**config.mk**
```make
export PLATFORM = sky130hd
export DESIGN_NAME = fetch_queue
export DESIGN_NICKNAME = d
export VERILOG_FILES = /design/src/rtl/fetch_queue.sv
export SDC_FILE = /design/constraint.sdc
export NUM_CORES = 1
export LEC_CHECK = 0
export BUFFER_PORTS_ARGS = -buffer_cell sky130_fd_sc_hd__buf_2
export CORE_ASPECT_RATIO = 1.2
export CORE_MARGIN = 4
export CORE_UTILIZATION = 55
export DETAILED_ROUTE_END_ITERATION = 8
export HOLD_SLACK_MARGIN = 0.08
export MAX_ROUTING_LAYER = met4
export PLACE_DENSITY = 0.78
export SYNTH_ARGS = -nofsm -noshare
export SYNTH_HDL_FRONTEND = slang
export SYNTH_SLANG_ARGS = --single-unit
```
**constraint.sdc**
```tcl
create_clock -name clk -period 3.7 [get_ports clk]
set_input_delay 0.37 -clock clk [delete_from_list [all_inputs] [get_ports clk]]
set_output_delay 0.37 -clock clk [all_outputs]
set_load 0.02 [all_outputs]
```
**src/rtl/fetch_queue.sv**
```systemverilog
`default_nettype none
// ============================================================================
// Module   : fetch_queue
// Purpose  : Instruction-fetch front end for the dual-issue pipeline. Drives
//            the instruction ROM word address, captures the instruction pair
//            the ROM returns one cycle later, and buffers pairs in a small
//            FIFO toward decode with a valid/ready handshake. Branch/JAL
//            redirects flush buffered and in-flight pairs.
//
// Ports    : clk            - single clock, all state updates on rising edge
//            rst            - synchronous active-high reset
//            rom_addr       - ROM word index (PC >> 2), combinational from PC
//            rom_instr1     - ROM word at rom_addr, one cycle after address
//            rom_instr2     - ROM word at rom_addr+1, same timing
//            redirect_valid - redirect request from EX (taken branch / JAL)
//            redirect_pc    - byte target, bits [ADDR_W+1:2] used
//            dec_valid      - head pair available
//            dec_ready      - decode accepts head pair
//            dec_instr1     - older instruction of head pair
//            dec_instr2     - younger instruction of head pair
//            dec_pc         - byte PC of dec_instr1
//            perf_*         - (FETCH_QUEUE_PERF_EN only) saturating counters
//
// Options  : FETCH_QUEUE_PERF_EN - adds perf_stall_cycles, perf_empty_cycles
//            and perf_redirects 32-bit saturating counters.
//
// Revision : 1.0 - initial release
// ============================================================================
module fetch_queue #(
    parameter int DEPTH  = 4,
    parameter int ADDR_W = 10
) (
    input  logic              clk,
    input  logic              rst,
    output logic [ADDR_W-1:0] rom_addr,
    input  logic [31:0]       rom_instr1,
    input  logic [31:0]       rom_instr2,
    input  logic              redirect_valid,
    input  logic [31:0]       redirect_pc,
    output logic              dec_valid,
    input  logic              dec_ready,
    output logic [31:0]       dec_instr1,
    output logic [31:0]       dec_instr2,
`ifdef FETCH_QUEUE_PERF_EN
    output logic [31:0]       dec_pc,
    output logic [31:0]       perf_stall_cycles,
    output logic [31:0]       perf_empty_cycles,
    output logic [31:0]       perf_redirects
`else
    output logic [31:0]       dec_pc
`endif
);

    localparam int                PTR_W       = $clog2(DEPTH);
    localparam logic [31:0]       c_NOP       = 32'h0000_0013;
    localparam logic [ADDR_W-1:0] c_PC_LAST   = {ADDR_W{1'b1}};
    localparam logic [PTR_W:0]    c_DEPTH_CNT = (PTR_W+1)'(DEPTH);

    // ------------------------------------------------------------------------
    // State
    // ------------------------------------------------------------------------
    logic [ADDR_W-1:0] r_fetch_pc;
    logic              r_req_valid;
    logic [ADDR_W-1:0] r_req_pc;

    logic [31:0]       r_mem_i1 [DEPTH];
    logic [31:0]       r_mem_i2 [DEPTH];
    logic [ADDR_W-1:0] r_mem_pc [DEPTH];
    logic [PTR_W-1:0]  r_wptr;
    logic [PTR_W-1:0]  r_rptr;
    logic [PTR_W:0]    r_count;

    // ------------------------------------------------------------------------
    // Control
    // ------------------------------------------------------------------------
    logic [PTR_W:0]    w_occupancy;
    logic              w_issue;
    logic              w_push;
    logic              w_pop;
    logic [ADDR_W-1:0] w_next_pc;
    logic [31:0]       w_cap_i2;
    logic              w_unused_pc_bits;

    // In-flight request reserves a slot; a same-cycle pop is deliberately not
    // credited so the issue decision never depends on dec_ready.
    assign w_occupancy = r_count + {{PTR_W{1'b0}}, r_req_valid};
    assign w_issue     = !redirect_valid && (w_occupancy < c_DEPTH_CNT);
    assign w_push      = r_req_valid && !redirect_valid;
    assign w_pop       = dec_valid && dec_ready && !redirect_valid;

    // The last ROM word has no successor, so the next pair starts at 0 rather
    // than at word 1.
    assign w_next_pc = (r_fetch_pc == c_PC_LAST) ? '0 : r_fetch_pc + ADDR_W'(2);

    // rom[addr+1] is out of range for the last word; pad with a NOP.
    assign w_cap_i2 = (r_req_pc == c_PC_LAST) ? c_NOP : rom_instr2;

    assign w_unused_pc_bits = ^{redirect_pc[31:ADDR_W+2], redirect_pc[1:0]};

    assign rom_addr = r_fetch_pc;

    // ------------------------------------------------------------------------
    // Fetch PC and in-flight request
    // ------------------------------------------------------------------------
    always_ff @(posedge clk) begin
        if (rst) begin
            r_fetch_pc  <= '0;
            r_req_valid <= 1'b0;
            r_req_pc    <= '0;
        end else if (redirect_valid) begin
            r_fetch_pc  <= redirect_pc[ADDR_W+1:2];
            r_req_valid <= 1'b0;
        end else begin
            r_req_valid <= w_issue;
            if (w_issue) begin
                r_req_pc   <= r_fetch_pc;
                r_fetch_pc <= w_next_pc;
            end
        end
    end

    // ------------------------------------------------------------------------
    // FIFO pointers and count
    // ------------------------------------------------------------------------
    always_ff @(posedge clk) begin
        if (rst) begin
            r_wptr  <= '0;
            r_rptr  <= '0;
            r_count <= '0;
        end else if (redirect_valid) begin
            r_wptr  <= '0;
            r_rptr  <= '0;
            r_count <= '0;
        end else begin
            if (w_push) begin
                r_wptr <= r_wptr + PTR_W'(1);
            end
            if (w_pop) begin
                r_rptr <= r_rptr + PTR_W'(1);
            end
            case ({w_push, w_pop})
                2'b10:   r_count <= r_count + (PTR_W+1)'(1);
                2'b01:   r_count <= r_count - (PTR_W+1)'(1);
                default: r_count <= r_count;
            endcase
        end
    end

    // Storage needs no reset: entries are only visible while counted.
    always_ff @(posedge clk) begin
        if (!rst && w_push) begin
            r_mem_i1[r_wptr] <= rom_instr1;
            r_mem_i2[r_wptr] <= w_cap_i2;
            r_mem_pc[r_wptr] <= r_req_pc;
        end
    end

    // ------------------------------------------------------------------------
    // Decode-side outputs
    // ------------------------------------------------------------------------
    assign dec_valid  = (r_count != '0);
    assign dec_instr1 = dec_valid ? r_mem_i1[r_rptr] : c_NOP;
    assign dec_instr2 = dec_valid ? r_mem_i2[r_rptr] : c_NOP;
    assign dec_pc     = dec_valid ?
                        {{(30-ADDR_W){1'b0}}, r_mem_pc[r_rptr], 2'b00} : 32'h0;

`ifdef FETCH_QUEUE_PERF_EN
    // ------------------------------------------------------------------------
    // Saturating performance counters
    // ------------------------------------------------------------------------
    logic [31:0] r_perf_stall;
    logic [31:0] r_perf_empty;
    logic [31:0] r_perf_redir;

    always_ff @(posedge clk) begin
        if (rst) begin
            r_perf_stall <= '0;
            r_perf_empty <= '0;
            r_perf_redir <= '0;
        end else begin
            if (dec_valid && !dec_ready && (r_perf_stall != '1)) begin
                r_perf_stall <= r_perf_stall + 32'd1;
            end
            if (!dec_valid && (r_perf_empty != '1)) begin
                r_perf_empty <= r_perf_empty + 32'd1;
            end
            if (redirect_valid && (r_perf_redir != '1)) begin
                r_perf_redir <= r_perf_redir + 32'd1;
            end
        end
    end

    assign perf_stall_cycles = r_perf_stall;
    assign perf_empty_cycles = r_perf_empty;
    assign perf_redirects    = r_perf_redir;
`endif

endmodule
`default_nettype wire
```
======== After elaboration in Yosys (flattened, before gate mapping) ========
Memory sizes are Yosys's and may differ from the RTL's. A register that Yosys moved wholly into a read port is not among the register bits.
Cells that the tools add are included.
operators by class
  add/sub/neg operators ................... 6
  mux-type cells .......................... 16
  equal/unequal tests ..................... 4
  $lt $le $gt $ge ......................... 1
  bitwise logic cells ..................... 1
  reduce and logical (&&, ||, !) cells .... 12
operators by type and width
  cell                   count
  $mux 32                3
  $mux 10                3
  $eq 10x10->1 const B   2
  $mux 12                1
  $mux 2                 6
  $add 10x2->10 const B  1
  $pmux 3 s2             1
  $logic_and 1x1->1      5
  $add 2x1->2 const B    2
  $reduce_bool 2->1      2
  $add 3x1->3            1
  $add 3x1->3 const B    1
  $lt 3x3->1 const B     1
  $reduce_bool 3->1      1
  $sub 3x1->3 const B    1
  $eq 2x1->1 const B     1
  $eq 2x2->1 const B     1
  $logic_not 1->1        2
  $mux 1                 2
  $reduce_and 2->1       1
  $reduce_or 2->1        1
  $not 1->1              1
storage, ports and cells
  bits in writable memories ............... 296
  output and inout bits ................... 107
  input bits .............................. 100
  register bits ........................... 28
  memories ................................ 3
memory list
  memory    words  width  rd ports  clocked after memory_dff  write ports  RTL line  text
  r_mem_i1  4      32     1         1                         1            66        logic [31:0] r_mem_i1 [DEPTH];
  r_mem_i2  4      32     1         1                         1            67        logic [31:0] r_mem_i2 [DEPTH];
  r_mem_pc  4      10     1         1                         1            68        logic [ADDR_W-1:0] r_mem_pc [DEPTH];

======== Logic depth before layout (Yosys ltp) ========
Gate-level depths: netlist of run 1.
  depth after elaboration ................. 5
  gate-level depth with buffers ........... 9
  mapped depth without buffers ............ 9

======== Least setup slack after synthesis of run 1 ========
No wires, ideal clock.
  path kind ............................... input -> register
  start ................................... in redirect_valid
  end ..................................... mem r_mem_i1[0][0], enable pin
  buffers on the path ..................... 0
  arrival ................................. 2395 ps
  required time ........................... 3259 ps
  stages .................................. 2
  path slack .............................. 864 ps
  cell sequence ........................... nor2_1 > and3_1
on the way
  word-level cells in the longest chain between the ends .. 5
RTL lines
  element                       RTL line  text
  start: declaration            38        input logic redirect_valid,
  $logic_not 1->1               88        assign w_push = r_req_valid && !redirect_valid;
  $logic_and 1x1->1             88
  $logic_and 1x1->1             151       if (!rst && w_push) begin
  $mux 1                        151
  $mux 1 (implied by the code)  152       r_mem_i1[r_wptr] <= rom_instr1;
  end: declaration              66
Every way passes these cells.

======== Worst setup path in the final report of run 1 ========
  start ................................... reg r_count[2]
  end ..................................... out dec_pc[2]
on the way
  word-level cells in the longest chain between the ends .. 2
RTL lines
  element                   RTL line  text
  start: declaration        71        logic [PTR_W:0] r_count;
  start signal: assignment  142       2'b10: r_count <= r_count + (PTR_W+1)'(1);
  start signal: assignment  143       2'b01: r_count <= r_count - (PTR_W+1)'(1);
  start signal: assignment  144       default: r_count <= r_count;
  $reduce_bool 3->1         161       assign dec_valid = (r_count != '0);
  $mux 12                   164       assign dec_pc = dec_valid ?
  end: declaration          50        output logic [31:0] dec_pc
Every way passes these cells.

==> summary.md, run 1 <==
| Metric | Value |
|---|---|
| Cts bufs inserted | `30` |
| Top FF cell, synth | `edfxtp_1` |
| DIE WIDTH | `148.2 um` |
| Core ar. | `23200 um^2` |
| Syn Inst Count | `696` |
| Outcome | `finished, final reports clean` |
| Top post-synthesis cells by area | `edfxtp_1 (69%), mux4_2 (13%), dfxtp_1 (4.6%)` |
| Met1 Routed Length | `9.709 mm` |
| Yosys warns | `0` |
| Share of post-route cells with drive strength above 1 | `33.80%` |
| Routability cong. | `0.8080` |
| Vias per cell | `5.441` |
| Gr usage total | `19.77%` |
| Crit path required time | `3330 ps` |
| Remaining DRCs | `0` |
| Worst Path Arrival | `2520 ps` |
| Met3 wire length | `1.482 mm` |
| Clock Tree Root | `clkbuf_16` |
| CP Capture Type | `output pin` |
| Synth Cell Area | `12960 um^2` |
| Met2 wire len | `13.23 mm` |
| Max cap viols | `0` |
| Row cnt | `61` |
| Post-CTS Setup Inserts | `0` |
| CTS Buffer Depth | `3` |
| Clock transition at path regs | `60 ps` |
| Async SR Flop Fraction | `0%` |
| Top cell type's share of synthesized area | `68.56%` |
| Die area | `26100 um^2` |
| FF+latch count, synth | `326` |
| Synth cell types | `44` |
| Final WL | `24.79 mm` |
| Most common cell in the netlist | `edfxtp_1` |
| First-pass GRT wire length | `39.16 mm` |
| Hold WS | `107.9 ps` |
| Chip Height | `176.2 um` |
| # IOs | `207` |
| Critical path peak fanout | `70` |
| Dpl cells | `1152` |
| Final #Nets | `1010` |
| Fmax | `345.7 MHz` |
| Post-Layout Cell Count | `1244` |
| Layout fillers | `1597` |
| Post-route setup slack | `807.3 ps` |
| DP Wirelength | `14.94 mm` |
| Vias in the first global route | `7112` |
| Peak VDD IR | `0.0003862 V` |
| RSZ-0062 raised after global routing | `no` |
| Initial Util | `55.88%` |
| Crit path time final | `2893 ps` |
| Dpl ws | `1216 ps` |
| Grt total ovfl | `0` |
| Final Skew | `7.821 ps` |
| Area Growth Syn to Fin | `19.01%` |
| Largest net degree at the start of global routing | `71` |
| CTS Sinks | `326` |
| H-tree Lvls | `1` |
| DR iter-0 viols | `426` |
| Worst skew pair latency | `540 ps` |
| EDFF count, synth | `296` |
| Setup-failing EPs final | `0` |
| Drt pass-1 iters | `5` |
| Final Hold Viols | `0` |
| Max transition margin | `41.44%` |
| Max Used Layer | `met4` |
| Hold crit path type | `primary input to flop` |
| CTS tree | `built` |
| Post-route antenna net violation count | `0` |
| Register area share after synthesis | `73.19%` |
| Startpoint Class | `flop` |
| Initial antenna violation count | `3` |
| WL per Instance | `19.92 um` |
| Setup TNS | `0 ps` |
| Worst setup path category | `flop to output pin` |
| CTS Hold Buffers Added | `34` |
| Area leader, netlist | `edfxtp_1` |
| Final Max Tran Viols | `0` |
| Syn avg cell area | `18.63 um^2` |
| Synth top cells by count | `edfxtp_1 (296), mux4_2 (74), and2_1 (68)` |
| Power density over the cells | `470.2 nW/um^2` |
| Via count | `6768` |
| Period Utilization, post-route | `78.18%` |
| Worst slew pin tran | `877.6 ps` |
| Post-CTS sizing | `0` |
| Leakage | `5.367 nW` |
| IO Port Bufs | `162` |
## logic make-up after synthesis
family	Yosys count	share of synthesized area [%]
DFF	326	73.19
and+or+nand+nor	167	7.653
muxes	75	12.93
buffers and inverters	65	2.673
AOI/OAI and AO/OA	47	2.191
xor gates and xnor gates	8	0.5984
adders and majority gates	7	0.7334
other	1	0.02892
## where the power goes
group	internal (W)	total [W]	switching, W
registers	0.00404	0.00407	0.0000267
clock network	0.00167	0.00291	0.00124
logic	0.000116	0.000275	0.000159
## path summary, 6_finish.rpt
path / start / endpoint / slack (ps) / depth (start not counted)
worst max-delay path: r_count[2]$_SDFFE_PP0P_ / dec_pc[2] / 810 / 5
worst min-delay path: redirect_pc[4] / rom_addr[2]$_SDFFE_PP0P_ / 110 / 3
worst max register to register: r_count[2]$_SDFFE_PP0P_ / r_count[2]$_SDFFE_PP0P_ / 1270 / 9
worst min register to register: r_rptr[1]$_SDFFE_PP0P_ / flop / 520 / 2
## layout make-up
type                       count  area [um^2]  share of cell area, %
inverter                       7        26.28                 0.1703
tap                          315        394.1                  2.554
clock inverter                11        82.58                 0.5352
sequential                   326         9497                  61.55
multi-input combinational    326         3233                  20.95
antenna                        3        7.507                0.04865
timing repair buffer         212         1334                  8.644
clock buffer                  44        855.8                  5.547
## metal layers
metal,up-vias,global-route usage [%]
met4,0,3.774
met2,206,34.74
met5,-,-
met1,3417,24.65
li1,3112,-
met3,33,3.440
## critical path: stages, from the launching register on
cell and delay (ps):
dfxtp_1 370, nor3_1 730, inv_2 60, buf_4 370, and2_1 270, buf_2 170
## through the flow
| step | power [W] | area, um^2 | util, % |
|---|---|---|---|
| detailed placement | 0.004392 | 14140 | 60.96 |
| CTS | 0.007306 | 15420 | 66.47 |
| global route | 0.007519 | 15430 | 66.50 |
| finish | 0.007255 | 15430 | 66.50 |
| global placement | 0.004384 | 14140 | 60.96 |
| floorplan | 0.004299 | 13040 | - |
## state kept, by name, summed over array words and instances, names as in the netlist, named ones only
register / count
r_req_valid: 1
r_wptr: 2
r_req_pc: 10
r_mem_i2: 128
r_count: 3
r_mem_i1: 128
rom_addr: 10
r_rptr: 2
r_mem_pc: 40
## cells in the final DEF (no fill, tap or decap), types with 13 or more instances in the layout
| cell type | n |
|---|---|
| dfxtp_1 | 28 |
| clkbuf_16 | 32 |
| conb_1 | 22 |
| and2_1 | 68 |
| nor2b_1 | 29 |
| a21oi_1 | 13 |
| mux4_2 | 74 |
| nor2_1 | 15 |
| edfxtp_1 | 296 |
| buf_2 | 162 |
| nand3_1 | 13 |
| dlygate4sd3_1 | 34 |
| o21ai_0 | 15 |
No activity file was read; power rests on OpenSTA's default activity.
==> run 2, diff against run 1 <==
ABC_AREA = 1   (was default)
clock period = 2.89 ns   (was 3.7 ns; I/O delays follow)
==> summary.md, run 2 <==
| Metric | Value |
|---|---|
| Outcome | `finished, final reports clean` |
| Worst Path Arrival | `2430 ps (-90 ps)` |
| Fmax | `368.1 MHz` |
| Register area share after synthesis | `70.54% (-2.7 points)` |
| Core ar. | `24050 um^2 (+3.6%)` |
| H-tree Lvls | `1 (unchanged)` |
| Commonest cells after routing, fill and taps aside | `nor2_1 (319), edfxtp_1 (296), buf_2 (162)` |
| WL per Instance | `16.59 um (-17%)` |
| CTS tree | `built` |
| CP Capture Type | `output pin` |
| Clock transition at path regs | `60 ps (about the same)` |
| Largest net degree at the start of global routing | `149 (+110%)` |
| Internal reg-to-reg setup slack | `790 ps (-480 ps)` |
| Max cap viols | `0 (unchanged)` |
| Routability cong. | `0.8498 (+5.2%)` |
| Gr usage total | `21.30% (+1.5 points)` |
| Post-Layout Cell Count | `1739 (+40%)` |
| Worst slew pin tran | `674.8 ps (-202.8 ps)` |
| First-pass GRT wire length | `44.03 mm (+12%)` |
| Vias per cell | `5.306 (-2.5%)` |
| Biggest regs | `r_mem_i1 x128, r_mem_i2 x128, r_mem_pc x40` |
| Via count | `9228 (+36%)` |
| DP Area | `14460 um^2 (+2.3%)` |
| Async SR Flop Fraction | `0% (unchanged)` |
| Period Utilization, post-route | `93.99%` |
| CTS Buffer Depth | `3 (unchanged)` |
| DIE WIDTH | `150.8 um (+1.8%)` |
| Power Total | `0.009419 W (+30%)` |
| Critical path peak fanout | `148 (+110%)` |
| Crit path required time | `2600 ps (-730 ps)` |
| Setup-failing EPs final | `0 (unchanged)` |
| Top post-synthesis cells by area | `edfxtp_1 (66%), nor2_1 (9.0%), o21ai_0 (5.2%)` |
| FF+latch count, synth | `326 (unchanged)` |
| # IOs | `207 (unchanged)` |
| Synth top cells by count | `nor2_1 (323), edfxtp_1 (296), o21ai_0 (141)` |
| Drt pass-1 iters | `5 (unchanged)` |
| Post-route setup slack | `173.7 ps (-633.6 ps)` |
| Startpoint Class | `flop` |
| Layout fillers | `1732 (+8.5%)` |
| Final WL | `28.84 mm (+16%)` |
| N_diodes | `0 (-3)` |
| Post-CTS sizing | `0 (unchanged)` |
| Top cell type's share of synthesized area | `66.07% (-2.5 points)` |
| Peak VDD IR | `0.0004093 V (+6.0%)` |
| Dpl ws | `659.4 ps (-556.5 ps)` |
| Leakage | `6.147 nW (+15%)` |
| Most common cell in the netlist | `nor2_1` |
| IO Port Bufs | `162 (unchanged)` |
| Critical R2R Launch | `r_count[1]$_SDFFE_PP0P_` |
| Dpl cells | `1623 (+41%)` |
| Initial Util | `55.94% (+0.064 points)` |
| Worst setup path endpoint | `dec_instr1[1]` |
| Initial antenna violation count | `0 (-3)` |
| Crit path time final | `2716 ps` |
| Power density over the cells | `586.5 nW/um^2 (+25%)` |
| Post-route antenna net violation count | `0 (unchanged)` |
| Final Hold Viols | `0 (unchanged)` |
| Syn avg cell area | `11.29 um^2 (-39%)` |
| RSZ-0062 raised after global routing | `no` |
| Worst skew pair latency | `540 ps (about the same)` |
| Yosys warns | `0 (unchanged)` |
| Final #Nets | `1503 (+49%)` |
| Max transition margin | `55.01% (+14 points)` |
| Chip Height | `179.3 um (+1.8%)` |
| CTS Sinks | `326 (unchanged)` |
| Syn Inst Count | `1192 (+71%)` |
| Area Growth Syn to Fin | `19.37%` |
| Worst R2R Path Depth | `11 (+2)` |
| Remaining DRCs | `0 (unchanged)` |
| Grt total ovfl | `0 (unchanged)` |
| Commonest non-fill, non-tap cell in the layout | `nor2_1` |
| CTS Hold Buffers Added | `61 (+79%)` |
| Synth cell types | `32 (-27%)` |
| Worst setup path category | `flop to output pin` |
| Area leader, netlist | `edfxtp_1` |
| Hold crit path type | `primary input to flop` |
| Post-route cell area | `16060 um^2 (+4.1%)` |
| Final Skew | `14.98 ps (+7.164 ps)` |
| Vias in the first global route | `8917 (+25%)` |
| Final Max Tran Viols | `0 (unchanged)` |
| Cts bufs inserted | `30 (unchanged)` |
| Clock Tree Root | `clkbuf_16` |
| DR iter-0 viols | `744 (+75%)` |
| EDFF count, synth | `296 (unchanged)` |
| Reg-to-Reg End | `r_count[2]$_SDFFE_PP0P_` |
| Post-CTS Setup Inserts | `0 (unchanged)` |
| Share of post-route cells with drive strength above 1 | `17.27% (-17 points)` |
| DP Wirelength | `15.86 mm (+6.2%)` |
| Row cnt | `62 (+1.6%)` |
| Top FF cell, synth | `edfxtp_1` |
| Synth Cell Area | `13450 um^2 (+3.8%)` |
| Die area | `27040 um^2 (+3.6%)` |
run 2: changes by cell type in the layout (fill, tap and decap cells not counted), sizes merged, moves of 29 or more:
| cell | before | now |
|---|---|---|
| a21oi | 13 | 92 |
| inv | 7 | 66 |
| nor2b | 29 | 0 |
| mux4 | 74 | 0 |
| nor2 | 15 | 326 |
| o21ai | 15 | 148 |
| and2 | 68 | 0 |
| nand2 | 6 | 104 |
run 2: cell families (layout without fill, tap and decap cells):
logic type      count (synthesis)  count (layout)  share of synthesized area, %
flops                         326             326                         70.54
other cells                     1              22                       0.02788
compound gates                246             246                         9.347
buf+inv                       153             359                         5.822
simple gates                  456             456                         13.36
xor+xnor                        3               3                        0.1953
fa+ha+maj                       7               7                        0.7068
run 2: layer usage:
layer / share of wire, % / global-route usage, % / vias to the layer above
met5: 0 / - / -
met4: 1.8 / 5.178 / 0
met3: 7.5 / 3.236 / 43
met2: 52 / 37.33 / 348
met1: 39 / 26.13 / 4395
li1: - / - / 4442
run 2: final cells by class:
class	count	area (um^2)	area share [%]
Clock buffer	42	919.6	5.727
Clock inverter	13	66.31	0.4129
Inverter	65	245.2	1.527
Multi-Input combinational cell	734	3289	20.48
Sequential cell	326	9497	59.14
Tap cell	320	400.4	2.493
Timing Repair Buffer	239	1642	10.22
run 2: where the power goes:
| part | leakage, nW | internal [W] | switching, W |
|---|---|---|---|
| clock | 0.485 | 0.00221 | 0.00160 |
| combinational | 2.75 | 0.000157 | 0.000241 |
| sequential | 2.91 | 0.00517 | 0.0000322 |
run 2: metrics by stage:
step	TNS, ps	hold slack [ps]	util [%]
global placement	0	438.4	60.14
finish	0	109.6	66.78
CTS	0	84.80	66.78
floorplan	-50430	387.9	-
detailed placement	0	446.8	60.14
global route	0	96.64	66.78
run 2: how the worst min path moves through the flow:
stage          depth (start not counted)                    from                        end  slack [ps]
3_3_place_gp                           2  r_rptr[1]$_SDFFE_PP0P_                       flop         440
4_1_cts                                3           rom_instr2[1]   r_mem_i2[0][1]$_DFFE_PP_          80
3_5_place_dp                           2  r_rptr[1]$_SDFFE_PP0P_                       flop         450
5_1_grt                                3          rom_instr2[19]  r_mem_i2[2][19]$_DFFE_PP_         100
6_report                               3          rom_instr2[23]  r_mem_i2[1][23]$_DFFE_PP_         110
2_1_floorplan                          0           rom_instr1[0]   r_mem_i1[0][0]$_DFFE_PP_         390
run 2: worst max-delay path, stage by stage (launching register included):
cell	delay, ps
dfxtp_4	370
buf_12	480
nor2_1	110
o311ai_0	570
buf_2	280
==> run 3, diff against run 2 <==
ABC_AREA = default   (was 1)
BUFFER_PORTS_ARGS = -buffer_cell sky130_fd_sc_hd__buf_4   (was -buffer_cell sky130_fd_sc_hd__buf_2)
PLACE_DENSITY = 0.79   (was 0.78)
==> summary.md, run 3 (synthesis gave the netlist of run 1 again) <==
| Metric | Value |
|---|---|
| Slowest stage delay, CP | `530 ps (-40 ps)` |
| Clock Tree Root | `clkbuf_16` |
| Setup TNS | `0 ps (unchanged)` |
| Power density over the cells | `581.9 nW/um^2 (-0.80%)` |
| Critical path peak fanout | `12 (-92%)` |
| Met3 wire length | `1.316 mm (-39%)` |
| Final Skew | `8.758 ps (-6.227 ps)` |
| Setup-failing EPs final | `0 (unchanged)` |
| Max Used Layer | `met4` |
| Max transition margin | `40.09% (-15 points)` |
| Remaining DRCs | `0 (unchanged)` |
| Hold crit path type | `primary input to flop` |
| DR iter-0 viols | `468 (-37%)` |
| Final #Nets | `1031 (-31%)` |
| DP Wirelength | `15.47 mm (-2.5%)` |
| Worst Path Arrival | `2370 ps (-60 ps)` |
| Biggest regs | `r_mem_i1 x128, r_mem_i2 x128, r_mem_pc x40` |
| Crit path required time | `2600 ps (about the same)` |
| DIE WIDTH | `148.2 um (-1.7%)` |
| RSZ-0062 raised after global routing | `no` |
| Leakage | `5.572 nW (-9.4%)` |
| Final WL | `25.78 mm (-11%)` |
| Routability cong. | `0.8339 (-1.9%)` |
| Via count | `6914 (-25%)` |
| Final Max Tran Viols | `0 (unchanged)` |
| Max cap viols | `0 (unchanged)` |
| Largest net degree at the start of global routing | `71 (-52%)` |
| Period Utilization, post-route | `91.86% (-2.1 points)` |
| Die area | `26100 um^2 (-3.5%)` |
| Met1 Routed Length | `10.17 mm (-9.0%)` |
| Initial Util | `55.88% (-0.064 points)` |
| Critical-path top delay cell | `dfxtp_4` |
| Gr usage total | `20.51% (-0.79 points)` |
| Fmax | `376.7 MHz (+2.3%)` |
| Startpoint Class | `flop` |
| CTS Buffer Depth | `3 (unchanged)` |
| Clock transition at path regs | `60 ps (about the same)` |
| Commonest cells after routing, fill and taps aside | `edfxtp_1 (296), buf_4 (172), mux4_2 (74)` |
| Worst R2R Path Depth | `5 (-6)` |
| Cells along the critical path | `buf_4, mux4_2, or2_2, buf_4` |
| Drt pass-1 iters | `5 (unchanged)` |
| Chip Height | `176.2 um (-1.8%)` |
| Post-Route Utilization | `69.40% (+2.6 points)` |
| # IOs | `207 (unchanged)` |
| Peak VDD IR | `0.0004644 V (+13%)` |
| Share of post-route cells with drive strength above 1 | `34.39% (+17 points)` |
| Vias in the first global route | `7277 (-18%)` |
| Commonest non-fill, non-tap cell in the layout | `edfxtp_1` |
| Worst setup path category | `flop to output pin` |
| Worst skew pair latency | `540 ps (about the same)` |
| Area Growth Syn to Fin | `24.20%` |
| Most frequent cell on the critical path | `buf_4` |
| CP Capture Type | `output pin` |
| Crit path time final | `2655 ps (-61.49 ps)` |
| Post-CTS sizing | `0 (unchanged)` |
| First-pass GRT wire length | `40.61 mm (-7.8%)` |
| CTS Sinks | `326 (unchanged)` |
| CTS tree | `built` |
| Vias per cell | `5.474 (+3.2%)` |
| IO Port Bufs | `162 (unchanged)` |
| Post-route antenna net violation count | `0 (unchanged)` |
| WL per Instance | `20.41 um (+23%)` |
| Layout fillers | `1553 (-10%)` |
| Multi-input logic area | `3233 um^2 (-1.7%)` |
| Core ar. | `23200 um^2 (-3.5%)` |
| N_diodes | `0 (unchanged)` |
| Initial antenna violation count | `0 (unchanged)` |
| Outcome | `finished, final reports clean` |
| Row cnt | `61 (-1.6%)` |
| Cts bufs inserted | `30 (unchanged)` |
| Worst slew pin tran | `897.9 ps (+223.1 ps)` |
| H-tree Lvls | `1 (unchanged)` |
| Worst hold path stage count | `3 (unchanged)` |
| Final Hold Viols | `0 (unchanged)` |
| Register area | `9497 um^2 (unchanged)` |
| Met2 wire len | `13.83 mm (-7.8%)` |
| Grt total ovfl | `0 (unchanged)` |
[run 3: cell count changes in the layout (fill, tap and decap cells not counted), moves of 29 or more]
cell and change:
mux4_2 +74, nor2_1 -304, nand2_1 -93, a21oi_1 -78
buf_4 +164, nor2b_1 +29, inv_1 -56, o21ai_0 -126
and2_1 +68, buf_2 -162
[run 3: what timing repair did]
item | in CTS | in global routing
setup buffers | 0 | 0
hold buffers | 52 | 0
endpoints found under the hold margin | 160 | 0
[run 3: worst paths after layout]
check	to	slack [ps]	start
setup / recovery	dec_instr1[4]	240	flop
hold / removal	rom_addr[0]$_SDFFE_PP0P_	110	redirect_valid
setup reg to reg	rom_addr[6]$_SDFFE_PP0P_	280	r_req_valid$_SDFF_PP0_
hold reg to reg	flop	520	r_rptr[1]$_SDFFE_PP0P_
[run 3: stage by stage]
step           power, W  setup WS [ps]  std cells  instance area [um^2]  hold WS, ps
6_report       0.009370          235.2       1263                 16100        113.7
5_1_grt        0.009713          85.24       1263                 16100        98.21
4_1_cts        0.009444          175.8       1263                 16100        88.02
3_5_place_dp   0.005671          602.9       1155                 14620        492.6
3_3_place_gp   0.005661          675.4       1155                 14620        490.2
2_1_floorplan  0.005504          135.5        717                 13040        387.9
[run 3: cell type report]
type / count / area share, %
Inverter: 7 / 0.1632
Multi-Input combinational cell: 326 / 20.08
Sequential cell: 326 / 58.97
Clock inverter: 15 / 0.4973
Clock buffer: 41 / 5.470
Tap cell: 315 / 2.448
Timing Repair Buffer: 233 / 12.37
[run 3: report_power, final]
group          leakage, nW  switching, W  internal, W
clock                0.481       0.00160      0.00213
combinational         2.14      0.000214     0.000211
sequential            2.95     0.0000363      0.00517
[run 3: per-layer routing]
metal / up-vias / GRT usage (%)
met5: - / -
met4: 0 / 4.582
met3: 38 / 2.978
met2: 214 / 35.33
met1: 3515 / 26.35
li1: 3147 / -
[run 3: worst max-delay path: cells and delay by family (launching register included)]
family                 cells  cell delay, ps
flip-flops                 1             530
multiplexers               1             510
buffers and inverters      2             470
AND/OR/NAND/NOR            1             310
